### src/rtl/decode_pkg.sv
/*============================================================================
 * Module : decode_pkg
 * Desc   : RV32I decode constants, op encodings and the decoded-entry layout.
 * Rev    : 1.0 - initial release
 *==========================================================================*/
`default_nettype none

package decode_pkg;

  localparam logic [4:0] c_opc_load     = 5'b00000;
  localparam logic [4:0] c_opc_custom0  = 5'b00010;
  localparam logic [4:0] c_opc_misc_mem = 5'b00011;
  localparam logic [4:0] c_opc_op_imm   = 5'b00100;
  localparam logic [4:0] c_opc_auipc    = 5'b00101;
  localparam logic [4:0] c_opc_store    = 5'b01000;
  localparam logic [4:0] c_opc_custom1  = 5'b01010;
  localparam logic [4:0] c_opc_op       = 5'b01100;
  localparam logic [4:0] c_opc_lui      = 5'b01101;
  localparam logic [4:0] c_opc_branch   = 5'b11000;
  localparam logic [4:0] c_opc_jalr     = 5'b11001;
  localparam logic [4:0] c_opc_jal      = 5'b11011;
  localparam logic [4:0] c_opc_system   = 5'b11100;

  localparam logic [3:0] c_cls_nop    = 4'd0;
  localparam logic [3:0] c_cls_alu    = 4'd1;
  localparam logic [3:0] c_cls_alui   = 4'd2;
  localparam logic [3:0] c_cls_load   = 4'd3;
  localparam logic [3:0] c_cls_store  = 4'd4;
  localparam logic [3:0] c_cls_branch = 4'd5;
  localparam logic [3:0] c_cls_jal    = 4'd6;
  localparam logic [3:0] c_cls_jalr   = 4'd7;
  localparam logic [3:0] c_cls_lui    = 4'd8;
  localparam logic [3:0] c_cls_auipc  = 4'd9;
  localparam logic [3:0] c_cls_csr    = 4'd10;
  localparam logic [3:0] c_cls_sys    = 4'd11;
  localparam logic [3:0] c_cls_cust   = 4'd12;

  localparam logic [4:0] c_alu_add  = 5'd0;
  localparam logic [4:0] c_alu_sub  = 5'd1;
  localparam logic [4:0] c_alu_sll  = 5'd2;
  localparam logic [4:0] c_alu_slt  = 5'd3;
  localparam logic [4:0] c_alu_sltu = 5'd4;
  localparam logic [4:0] c_alu_xor  = 5'd5;
  localparam logic [4:0] c_alu_srl  = 5'd6;
  localparam logic [4:0] c_alu_sra  = 5'd7;
  localparam logic [4:0] c_alu_or   = 5'd8;
  localparam logic [4:0] c_alu_and  = 5'd9;
  // MUL..REMU occupy 16..23 as {2'b10, funct3}
  localparam logic [4:0] c_alu_mul  = 5'd16;

  // Branch conditions, memory ops and CSR ops reuse funct3 directly
  localparam logic [3:0] c_br_eq  = 4'd0;
  localparam logic [3:0] c_br_ne  = 4'd1;
  localparam logic [3:0] c_br_lt  = 4'd4;
  localparam logic [3:0] c_br_ge  = 4'd5;
  localparam logic [3:0] c_br_ltu = 4'd6;
  localparam logic [3:0] c_br_geu = 4'd7;
  localparam logic [3:0] c_mem_b  = 4'd0;
  localparam logic [3:0] c_mem_h  = 4'd1;
  localparam logic [3:0] c_mem_w  = 4'd2;
  localparam logic [3:0] c_mem_bu = 4'd4;
  localparam logic [3:0] c_mem_hu = 4'd5;
  localparam logic [3:0] c_csr_rw  = 4'd1;
  localparam logic [3:0] c_csr_rs  = 4'd2;
  localparam logic [3:0] c_csr_rc  = 4'd3;
  localparam logic [3:0] c_csr_rwi = 4'd5;
  localparam logic [3:0] c_csr_rsi = 4'd6;
  localparam logic [3:0] c_csr_rci = 4'd7;

  localparam logic [3:0] c_sys_ecall  = 4'd0;
  localparam logic [3:0] c_sys_ebreak = 4'd1;
  localparam logic [3:0] c_sys_mret   = 4'd2;
  localparam logic [3:0] c_sys_sret   = 4'd3;
  localparam logic [3:0] c_sys_wfi    = 4'd4;

  localparam logic [31:0] c_word_ecall  = 32'h0000_0073;
  localparam logic [31:0] c_word_ebreak = 32'h0010_0073;
  localparam logic [31:0] c_word_mret   = 32'h3020_0073;
  localparam logic [31:0] c_word_sret   = 32'h1020_0073;
  localparam logic [31:0] c_word_wfi    = 32'h1050_0073;

  localparam logic [2:0] c_imm_none = 3'd0;
  localparam logic [2:0] c_imm_i    = 3'd1;
  localparam logic [2:0] c_imm_s    = 3'd2;
  localparam logic [2:0] c_imm_b    = 3'd3;
  localparam logic [2:0] c_imm_u    = 3'd4;
  localparam logic [2:0] c_imm_j    = 3'd5;

  typedef struct packed {
    logic [4:0] rd;
    logic [4:0] rs1;
    logic [4:0] rs2;
    logic       rd_we;
    logic [3:0] cls;
    logic [4:0] alu_op;
    logic [3:0] sub_op;
    logic       illegal;
  } dec_ctrl_t;

  localparam int DEC_CTRL_W = $bits(dec_ctrl_t);

  // Full entry is {pc, imm, ctrl}
  function automatic int entry_w(input int xlen, input int pc_w);
    return pc_w + xlen + DEC_CTRL_W;
  endfunction

  function automatic logic [4:0] alu_from_f3(input logic [2:0] f3, input logic alt);
    logic [4:0] op;
    case (f3)
      3'd0:    op = alt ? c_alu_sub : c_alu_add;
      3'd1:    op = c_alu_sll;
      3'd2:    op = c_alu_slt;
      3'd3:    op = c_alu_sltu;
      3'd4:    op = c_alu_xor;
      3'd5:    op = alt ? c_alu_sra : c_alu_srl;
      3'd6:    op = c_alu_or;
      default: op = c_alu_and;
    endcase
    return op;
  endfunction

endpackage

`default_nettype wire

### src/rtl/rv_decode_comb.sv
/*============================================================================
 * Module : rv_decode_comb
 * Desc   : Combinational RV32I instruction decoder with immediate generation.
 *          DECODE_RV32M_EN enables decoding of the M-extension ops.
 * Rev    : 1.0 - initial release
 *==========================================================================*/
`default_nettype none

module rv_decode_comb
  import decode_pkg::*;
#(
  parameter int XLEN = 32
) (
  input  logic [31:0]     instr,
  output dec_ctrl_t       ctrl,
  output logic [XLEN-1:0] imm
);

  logic [4:0]  w_opc;
  logic [2:0]  w_f3;
  logic [6:0]  w_f7;
  logic [3:0]  w_cls;
  logic [4:0]  w_alu;
  logic [3:0]  w_sub;
  logic [2:0]  w_fmt;
  logic        w_illegal;
  logic        w_writes;
  logic [31:0] w_imm32;

  assign w_opc = instr[6:2];
  assign w_f3  = instr[14:12];
  assign w_f7  = instr[31:25];

  always_comb begin
    w_cls     = c_cls_nop;
    w_alu     = c_alu_add;
    w_sub     = 4'd0;
    w_fmt     = c_imm_none;
    w_illegal = (instr[1:0] != 2'b11);
    case (w_opc)
      c_opc_load: begin
        w_cls = c_cls_load;
        w_fmt = c_imm_i;
        w_sub = {1'b0, w_f3};
        if (w_f3 == 3'd3 || w_f3 == 3'd6 || w_f3 == 3'd7) w_illegal = 1'b1;
      end
      c_opc_misc_mem: w_cls = c_cls_nop;
      c_opc_op_imm: begin
        w_cls = c_cls_alui;
        w_fmt = c_imm_i;
        w_alu = alu_from_f3(w_f3, (w_f3 == 3'd5) && w_f7[5]);
        if (w_f3 == 3'd1 && w_f7 != 7'h00) w_illegal = 1'b1;
        if (w_f3 == 3'd5 && w_f7 != 7'h00 && w_f7 != 7'h20) w_illegal = 1'b1;
      end
      c_opc_auipc: begin
        w_cls = c_cls_auipc;
        w_fmt = c_imm_u;
      end
      c_opc_store: begin
        w_cls = c_cls_store;
        w_fmt = c_imm_s;
        w_sub = {1'b0, w_f3};
        if (w_f3 > 3'd2) w_illegal = 1'b1;
      end
      c_opc_op: begin
        w_cls = c_cls_alu;
        if (w_f7 == 7'h00) w_alu = alu_from_f3(w_f3, 1'b0);
        else if (w_f7 == 7'h20 && (w_f3 == 3'd0 || w_f3 == 3'd5)) w_alu = alu_from_f3(w_f3, 1'b1);
`ifdef DECODE_RV32M_EN
        else if (w_f7 == 7'h01) w_alu = c_alu_mul | {2'b00, w_f3};
`endif
        else w_illegal = 1'b1;
      end
      c_opc_lui: begin
        w_cls = c_cls_lui;
        w_fmt = c_imm_u;
      end
      c_opc_branch: begin
        w_cls = c_cls_branch;
        w_fmt = c_imm_b;
        w_sub = {1'b0, w_f3};
        if (w_f3 == 3'd2 || w_f3 == 3'd3) w_illegal = 1'b1;
      end
      c_opc_jalr: begin
        w_cls = c_cls_jalr;
        w_fmt = c_imm_i;
        if (w_f3 != 3'd0) w_illegal = 1'b1;
      end
      c_opc_jal: begin
        w_cls = c_cls_jal;
        w_fmt = c_imm_j;
      end
      c_opc_system: begin
        w_fmt = c_imm_i;
        if (w_f3 == 3'd0) begin
          w_cls = c_cls_sys;
          case (instr)
            c_word_ecall:  w_sub = c_sys_ecall;
            c_word_ebreak: w_sub = c_sys_ebreak;
            c_word_mret:   w_sub = c_sys_mret;
            c_word_sret:   w_sub = c_sys_sret;
            c_word_wfi:    w_sub = c_sys_wfi;
            default:       w_illegal = 1'b1;
          endcase
        end else begin
          w_cls = c_cls_csr;
          w_sub = {1'b0, w_f3};
          if (w_f3 == 3'd4) w_illegal = 1'b1;
        end
      end
      c_opc_custom0, c_opc_custom1: w_cls = c_cls_cust;
      default: w_illegal = 1'b1;
    endcase
  end

  always_comb begin
    case (w_fmt)
      c_imm_i: w_imm32 = {{20{instr[31]}}, instr[31:20]};
      c_imm_s: w_imm32 = {{20{instr[31]}}, instr[31:25], instr[11:7]};
      c_imm_b: w_imm32 = {{19{instr[31]}}, instr[31], instr[7], instr[30:25], instr[11:8], 1'b0};
      c_imm_u: w_imm32 = {instr[31:12], 12'b0};
      c_imm_j: w_imm32 = {{11{instr[31]}}, instr[31], instr[19:12], instr[20], instr[30:21], 1'b0};
      default: w_imm32 = 32'd0;
    endcase
  end

  assign w_writes = w_cls inside {c_cls_alu, c_cls_alui, c_cls_load, c_cls_jal,
                                  c_cls_jalr, c_cls_lui, c_cls_auipc, c_cls_csr};

  // Illegal entries are scrubbed to a harmless NOP carrying only the raw register fields
  always_comb begin
    ctrl.rd      = instr[11:7];
    ctrl.rs1     = instr[19:15];
    ctrl.rs2     = instr[24:20];
    ctrl.illegal = w_illegal;
    ctrl.rd_we   = !w_illegal && w_writes && (instr[11:7] != 5'd0);
    ctrl.cls     = w_illegal ? c_cls_nop : w_cls;
    ctrl.alu_op  = w_illegal ? c_alu_add : w_alu;
    ctrl.sub_op  = w_illegal ? 4'd0 : w_sub;
  end

  assign imm = w_illegal ? '0 : XLEN'($signed(w_imm32));

endmodule

`default_nettype wire

### src/rtl/decode_stage.sv
/*============================================================================
 * Module : decode_stage
 * Desc   : Registered RV32I decode stage with skid buffer, flush and illegal
 *          counter. DECODE_RV32M_EN (see rv_decode_comb) enables M-extension.
 * Rev    : 1.0 - initial release
 *==========================================================================*/
`default_nettype none

module decode_stage
  import decode_pkg::*;
#(
  parameter int XLEN      = 32,
  parameter int PC_W      = 32,
  parameter int BUF_DEPTH = 2,
  parameter int CNT_W     = 16
) (
  input  logic             clk,
  input  logic             rst_n,
  input  logic             flush,
  input  logic             in_valid,
  output logic             in_ready,
  input  logic [31:0]      in_instr,
  input  logic [PC_W-1:0]  in_pc,
  output logic             out_valid,
  input  logic             out_ready,
  output logic [PC_W-1:0]  out_pc,
  output logic [4:0]       out_rd,
  output logic [4:0]       out_rs1,
  output logic [4:0]       out_rs2,
  output logic             out_rd_we,
  output logic [XLEN-1:0]  out_imm,
  output logic [3:0]       out_class,
  output logic [4:0]       out_alu_op,
  output logic [3:0]       out_sub_op,
  output logic             out_illegal,
  output logic [CNT_W-1:0] illegal_cnt
);

  localparam int ENTRY_W = entry_w(XLEN, PC_W);

  dec_ctrl_t          w_ctrl;
  dec_ctrl_t          w_out_ctrl;
  logic [XLEN-1:0]    w_imm;
  logic [ENTRY_W-1:0] w_new;
  logic [ENTRY_W-1:0] w_skid;
  logic [ENTRY_W-1:0] r_out;
  logic               w_skid_valid;
  logic               r_out_valid;
  logic               w_load_out;
  logic               w_acc;
  logic               w_out_fire;
  logic [CNT_W-1:0]   r_cnt;

  rv_decode_comb #(.XLEN(XLEN)) u_dec (
    .instr (in_instr),
    .ctrl  (w_ctrl),
    .imm   (w_imm)
  );

  assign w_new      = {in_pc, w_imm, w_ctrl};
  assign w_load_out = !r_out_valid || out_ready;
  assign w_acc      = in_valid && in_ready;
  assign w_out_fire = r_out_valid && out_ready;

  generate
    if (BUF_DEPTH >= 2) begin : g_skid
      logic               r_skid_valid;
      logic [ENTRY_W-1:0] r_skid;

      // Skid fills only while the output is stalled; it drains first when the output frees up
      always_ff @(posedge clk or negedge rst_n) begin
        if (!rst_n) begin
          r_skid_valid <= 1'b0;
          r_skid       <= '0;
        end else if (flush || w_load_out) begin
          r_skid_valid <= 1'b0;
        end else if (w_acc) begin
          r_skid_valid <= 1'b1;
          r_skid       <= w_new;
        end
      end

      assign w_skid_valid = r_skid_valid;
      assign w_skid       = r_skid;
      assign in_ready     = !r_skid_valid;
    end else begin : g_no_skid
      assign w_skid_valid = 1'b0;
      assign w_skid       = '0;
      assign in_ready     = w_load_out;
    end
  endgenerate

  always_ff @(posedge clk or negedge rst_n) begin
    if (!rst_n) begin
      r_out_valid <= 1'b0;
      r_out       <= '0;
    end else if (flush) begin
      r_out_valid <= 1'b0;
    end else if (w_load_out) begin
      if (w_skid_valid) begin
        r_out_valid <= 1'b1;
        r_out       <= w_skid;
      end else if (w_acc) begin
        r_out_valid <= 1'b1;
        r_out       <= w_new;
      end else begin
        r_out_valid <= 1'b0;
      end
    end
  end

  assign {out_pc, out_imm, w_out_ctrl} = r_out;

  // A handshake coinciding with flush still completes, so it still counts
  always_ff @(posedge clk or negedge rst_n) begin
    if (!rst_n) begin
      r_cnt <= '0;
    end else if (w_out_fire && w_out_ctrl.illegal && (r_cnt != '1)) begin
      r_cnt <= r_cnt + CNT_W'(1);
    end
  end

  assign out_valid   = r_out_valid;
  assign out_rd      = w_out_ctrl.rd;
  assign out_rs1     = w_out_ctrl.rs1;
  assign out_rs2     = w_out_ctrl.rs2;
  assign out_rd_we   = w_out_ctrl.rd_we;
  assign out_class   = w_out_ctrl.cls;
  assign out_alu_op  = w_out_ctrl.alu_op;
  assign out_sub_op  = w_out_ctrl.sub_op;
  assign out_illegal = w_out_ctrl.illegal;
  assign illegal_cnt = r_cnt;

endmodule

`default_nettype wire

### config.mk
export PLATFORM = sky130hd
export DESIGN_NAME = decode_stage
export DESIGN_NICKNAME = d
export VERILOG_FILES = /design/src/rtl/decode_pkg.sv /design/src/rtl/rv_decode_comb.sv /design/src/rtl/decode_stage.sv
export SDC_FILE = /design/constraint.sdc
export NUM_CORES = 1
export LEC_CHECK = 0
export CAP_MARGIN = 5
export CORE_ASPECT_RATIO = 0.7
export CORE_MARGIN = 2
export CORE_UTILIZATION = 53
export DETAILED_ROUTE_END_ITERATION = 7
export MAX_ROUTING_LAYER = met4
export PLACE_DENSITY = 0.81
export SLEW_MARGIN = 20
export SYNTH_ARGS = -nofsm -noshare
export SYNTH_HDL_FRONTEND = slang
export SYNTH_SLANG_ARGS = --single-unit
### constraint.sdc
create_clock -name clk -period 2.6 [get_ports clk]
set_input_delay 0.52 -clock clk [delete_from_list [all_inputs] [get_ports clk]]
set_output_delay 0.52 -clock clk [all_outputs]
set_load 0.05 [all_outputs]
==> impl_metrics.env <==
export IMPL_final_cell_area_mm2=0.0131
export IMPL_slew_violations=0
export IMPL_crit_slowest_cell="or4_4"
export IMPL_startpoint_type="primary input"
export IMPL_via_per_inst=5.73
export IMPL_met3_usage_pct=6.68
export IMPL_slew_headroom_pct=52.3
export IMPL_fin_util_pct=73.1
export IMPL_initial_utilization_pct=53.7
export IMPL_fin_skew_ns=0.0143
export IMPL_drcViolationCount=0
export IMPL_end_kind="flop"
export IMPL_holdBufCountCts=0
export IMPL_n_fill_cell=1279
export IMPL_vias=8757
export IMPL_hp_class="primary input to async pin"
export IMPL_finalSetupViolCount=0
export IMPL_dp_hpwl_mm=19.6
export IMPL_grt_pass1_wl_mm=44.1
export IMPL_path_class="primary input to flop"
export IMPL_met1_usage_pct=42.2
export IMPL_antenna_found_initial=3
export IMPL_row_count=41
export IMPL_arrival_ns=2.91
export IMPL_placed_area_mm2=0.0124
export IMPL_ys_ff_latch=202
export IMPL_multi_input_area_mm2=0.00425
export IMPL_die_area_mm2=0.0193
export IMPL_wirelength_mm=28.0
export IMPL_synthFlopType="dfrtp_1"
export IMPL_drive_above_1_share_pct=14.4
export IMPL_cts_made_buffers=20
export IMPL_crit_chain="clkdlybuf4s50_1, or4_4, nor3_4, a21boi_1, o21ai_4, buf_4, nand3_4, o31ai_1"
export IMPL_synthTopCellsByCount="272 x nand2_1, 202 x dfrtp_1, 71 x a21oi_1, 71 x o21ai_0, 54 x nor2_1"
export IMPL_regArea_mm2=0.00506
export IMPL_synth_largest_area_cell="dfrtp_1"
export IMPL_io_pins=181
export IMPL_clk_latency_ns=0.51
export IMPL_worstPathMaxFanout=12
export IMPL_cts_clk_slew_worst_paths_ns=0.06
export IMPL_synthesis_area_mm2=0.00962
export IMPL_syn_area_per_cell_um2=9.32
export IMPL_place_congestion=0.891
export IMPL_outcome="completed"
export IMPL_fp_dieW_um=165
export IMPL_area_growth_pct=36.0
export IMPL_syn_inst=1032
export IMPL_drtIter0Drc=883
export IMPL_yosys_warnings=0
export IMPL_routedWlPerCell_um=18.3
export IMPL_max_stage_delay_ns=0.60
export IMPL_p_leak_nw=5.82
export IMPL_h_tree_depth=1
export IMPL_cts_tree="done"
export IMPL_nNetsFinal=1350
export IMPL_root_buffer="clkbuf_16"
export IMPL_clock_fmax_mhz=396
export IMPL_worst_ir_drop_vdd_mv=0.661
export IMPL_grt_overflow=0
export IMPL_use_met2_pct=44.0
export IMPL_grt_start_max_net_pins=72
export IMPL_netlist_area_leader_share_pct=52.5
export IMPL_die_height_um=117
export IMPL_reg2reg_depth=8
export IMPL_cts_buffer_depth=3
export IMPL_grt_usage_pct=29.8
export IMPL_required_ns=2.99
export IMPL_cts_sinks=202
export IMPL_hold_viol_final=0
export IMPL_portBuffers=178
export IMPL_yosysMostFrequentCell="nand2_1"
export IMPL_core_mm2=0.0179
export IMPL_ys_types=69
export IMPL_ant_nets=0
export IMPL_grt_pass1_vias=8614
export IMPL_drtPass1Iterations=6
export IMPL_grt_most_used_layer="met2"
export IMPL_p_per_area_mw_per_mm2=687
export IMPL_fin_crit_ns=2.52
export IMPL_period_share_pct=97.0
export IMPL_synth_edff_count=0
export IMPL_hold_slack_ns=0.00945
export IMPL_seq_area_frac_synth_pct=52.5
export IMPL_worstMarginPinSlew_ns=0.716
export IMPL_async_reset_ff_share_pct=100
export IMPL_rsz0062_at_grt="false"
export IMPL_maxCapViolations=0
export IMPL_synthTopCellsByArea="dfrtp_1 53%, nand2_1 11%, mux2i_1 4.9%"
[final timing paths]
kind	startpoint	to	slack, ns
min reg2reg	g_skid.r_skid[6]$_DFFE_PN0P_	g_skid.r_skid[6]$_DFFE_PN0P_	0.47
max	in_instr[27]	g_skid.r_skid[50]$_DFFE_PN0P_	0.08
min	rst_n	illegal_cnt[11]$_DFFE_PN0P_	0.009
min in group clk	g_skid.r_skid[6]$_DFFE_PN0P_	g_skid.r_skid[6]$_DFFE_PN0P_	0.47
max reg2reg	g_skid.r_skid_valid$_DFFE_PN0P_	r_out[41]$_DFFE_PN0P_	0.59
max in group asynchronous	rst_n	g_skid.r_skid[40]$_DFFE_PN0P_	1.82
[repair_timing]
item / 4_1_cts / 5_1_grt
setup endpoints to repair: 0 / 33
gates resized for setup: 0 / 7
buffers inserted: 0 / 0
[kinds of logic (layout without fill, tap and decap cells)]
| logic type | count (synthesis) | after routing | synth area share (%) |
|---|---|---|---|
| DFF | 202 | 202 | 52.5 |
| buffers and inverters | 84 | 339 | 4.12 |
| and+or+nand+nor | 421 | 422 | 19.7 |
| adders and majority gates | 1 | 1 | 0.130 |
| muxes | 48 | 48 | 5.01 |
| other | 1 | 5 | 0.0390 |
| AOI/OAI and AO/OA | 259 | 259 | 17.0 |
| xor gates and xnor gates | 16 | 16 | 1.46 |
[worst max-delay path, delay by kind of cell]
| family | cells | cell delay, ns |
|---|---|---|
| AOI/OAI and AO/OA | 3 | 0.69 |
| buffers and inverters | 2 | 0.77 |
| and+or+nand+nor | 3 | 0.91 |
[per-stage QoR]
step | setup WS [ns] | TNS (ns) | instances | total power [W]
floorplan | 0.335 | 0 | 1033 | 0.00519
global placement | -0.359 | -23.36 | 1493 | 0.00614
detailed placement | -0.452 | -27.04 | 1493 | 0.00621
CTS | 0.0221 | 0 | 1524 | 0.00901
global route | 0.0471 | 0 | 1528 | 0.00936
finish | 0.0775 | 0 | 1528 | 0.00899
[registers in the layout, summed over array words and instances, names as in the netlist]
name / flops
g_skid.r_skid_valid: 1
g_skid.r_skid: 92
illegal_cnt: 16
out_valid: 1
r_out: 92
[cells in the final DEF, fill, tap and decap left out, types with 11 or more instances in the layout]
cell / n
nand2_1: 272
dfrtp_1: 201
clkdlybuf4s50_1: 175
buf_4: 116
o21ai_0: 71
a21oi_1: 71
nor2_1: 53
o31ai_1: 48
mux2i_1: 47
o22ai_1: 25
clkbuf_16: 20
nand3_1: 17
and3_1: 14
nor3_1: 12
xnor2_1: 11
[layer usage]
metal / routed length, um / up-vias
met2: 12500 / 375
met3: 2510 / 49
met5: 0 / -
met1: 12500 / 4245
met4: 495 / 0
li1: - / 4088
[power breakdown]
group	leakage (nW)	switching (W)	internal, W
Combinational	2.89	0.00152	0.000853
Clock	0.305	0.00119	0.00162
Sequential	2.62	0.000259	0.00355
Total	5.82	0.00297	0.00602
[layout make-up]
cell class	count	share of cell area (%)
Sequential cell	202	38.7
Clock inverter	3	0.392
Clock buffer	28	4.36
Tap cell	236	2.26
Timing Repair Buffer	302	21.6
Inverter	6	0.172
Multi-Input combinational cell	748	32.5
Antenna cell	3	0.0574
Power figures use the tool's default switching activity.
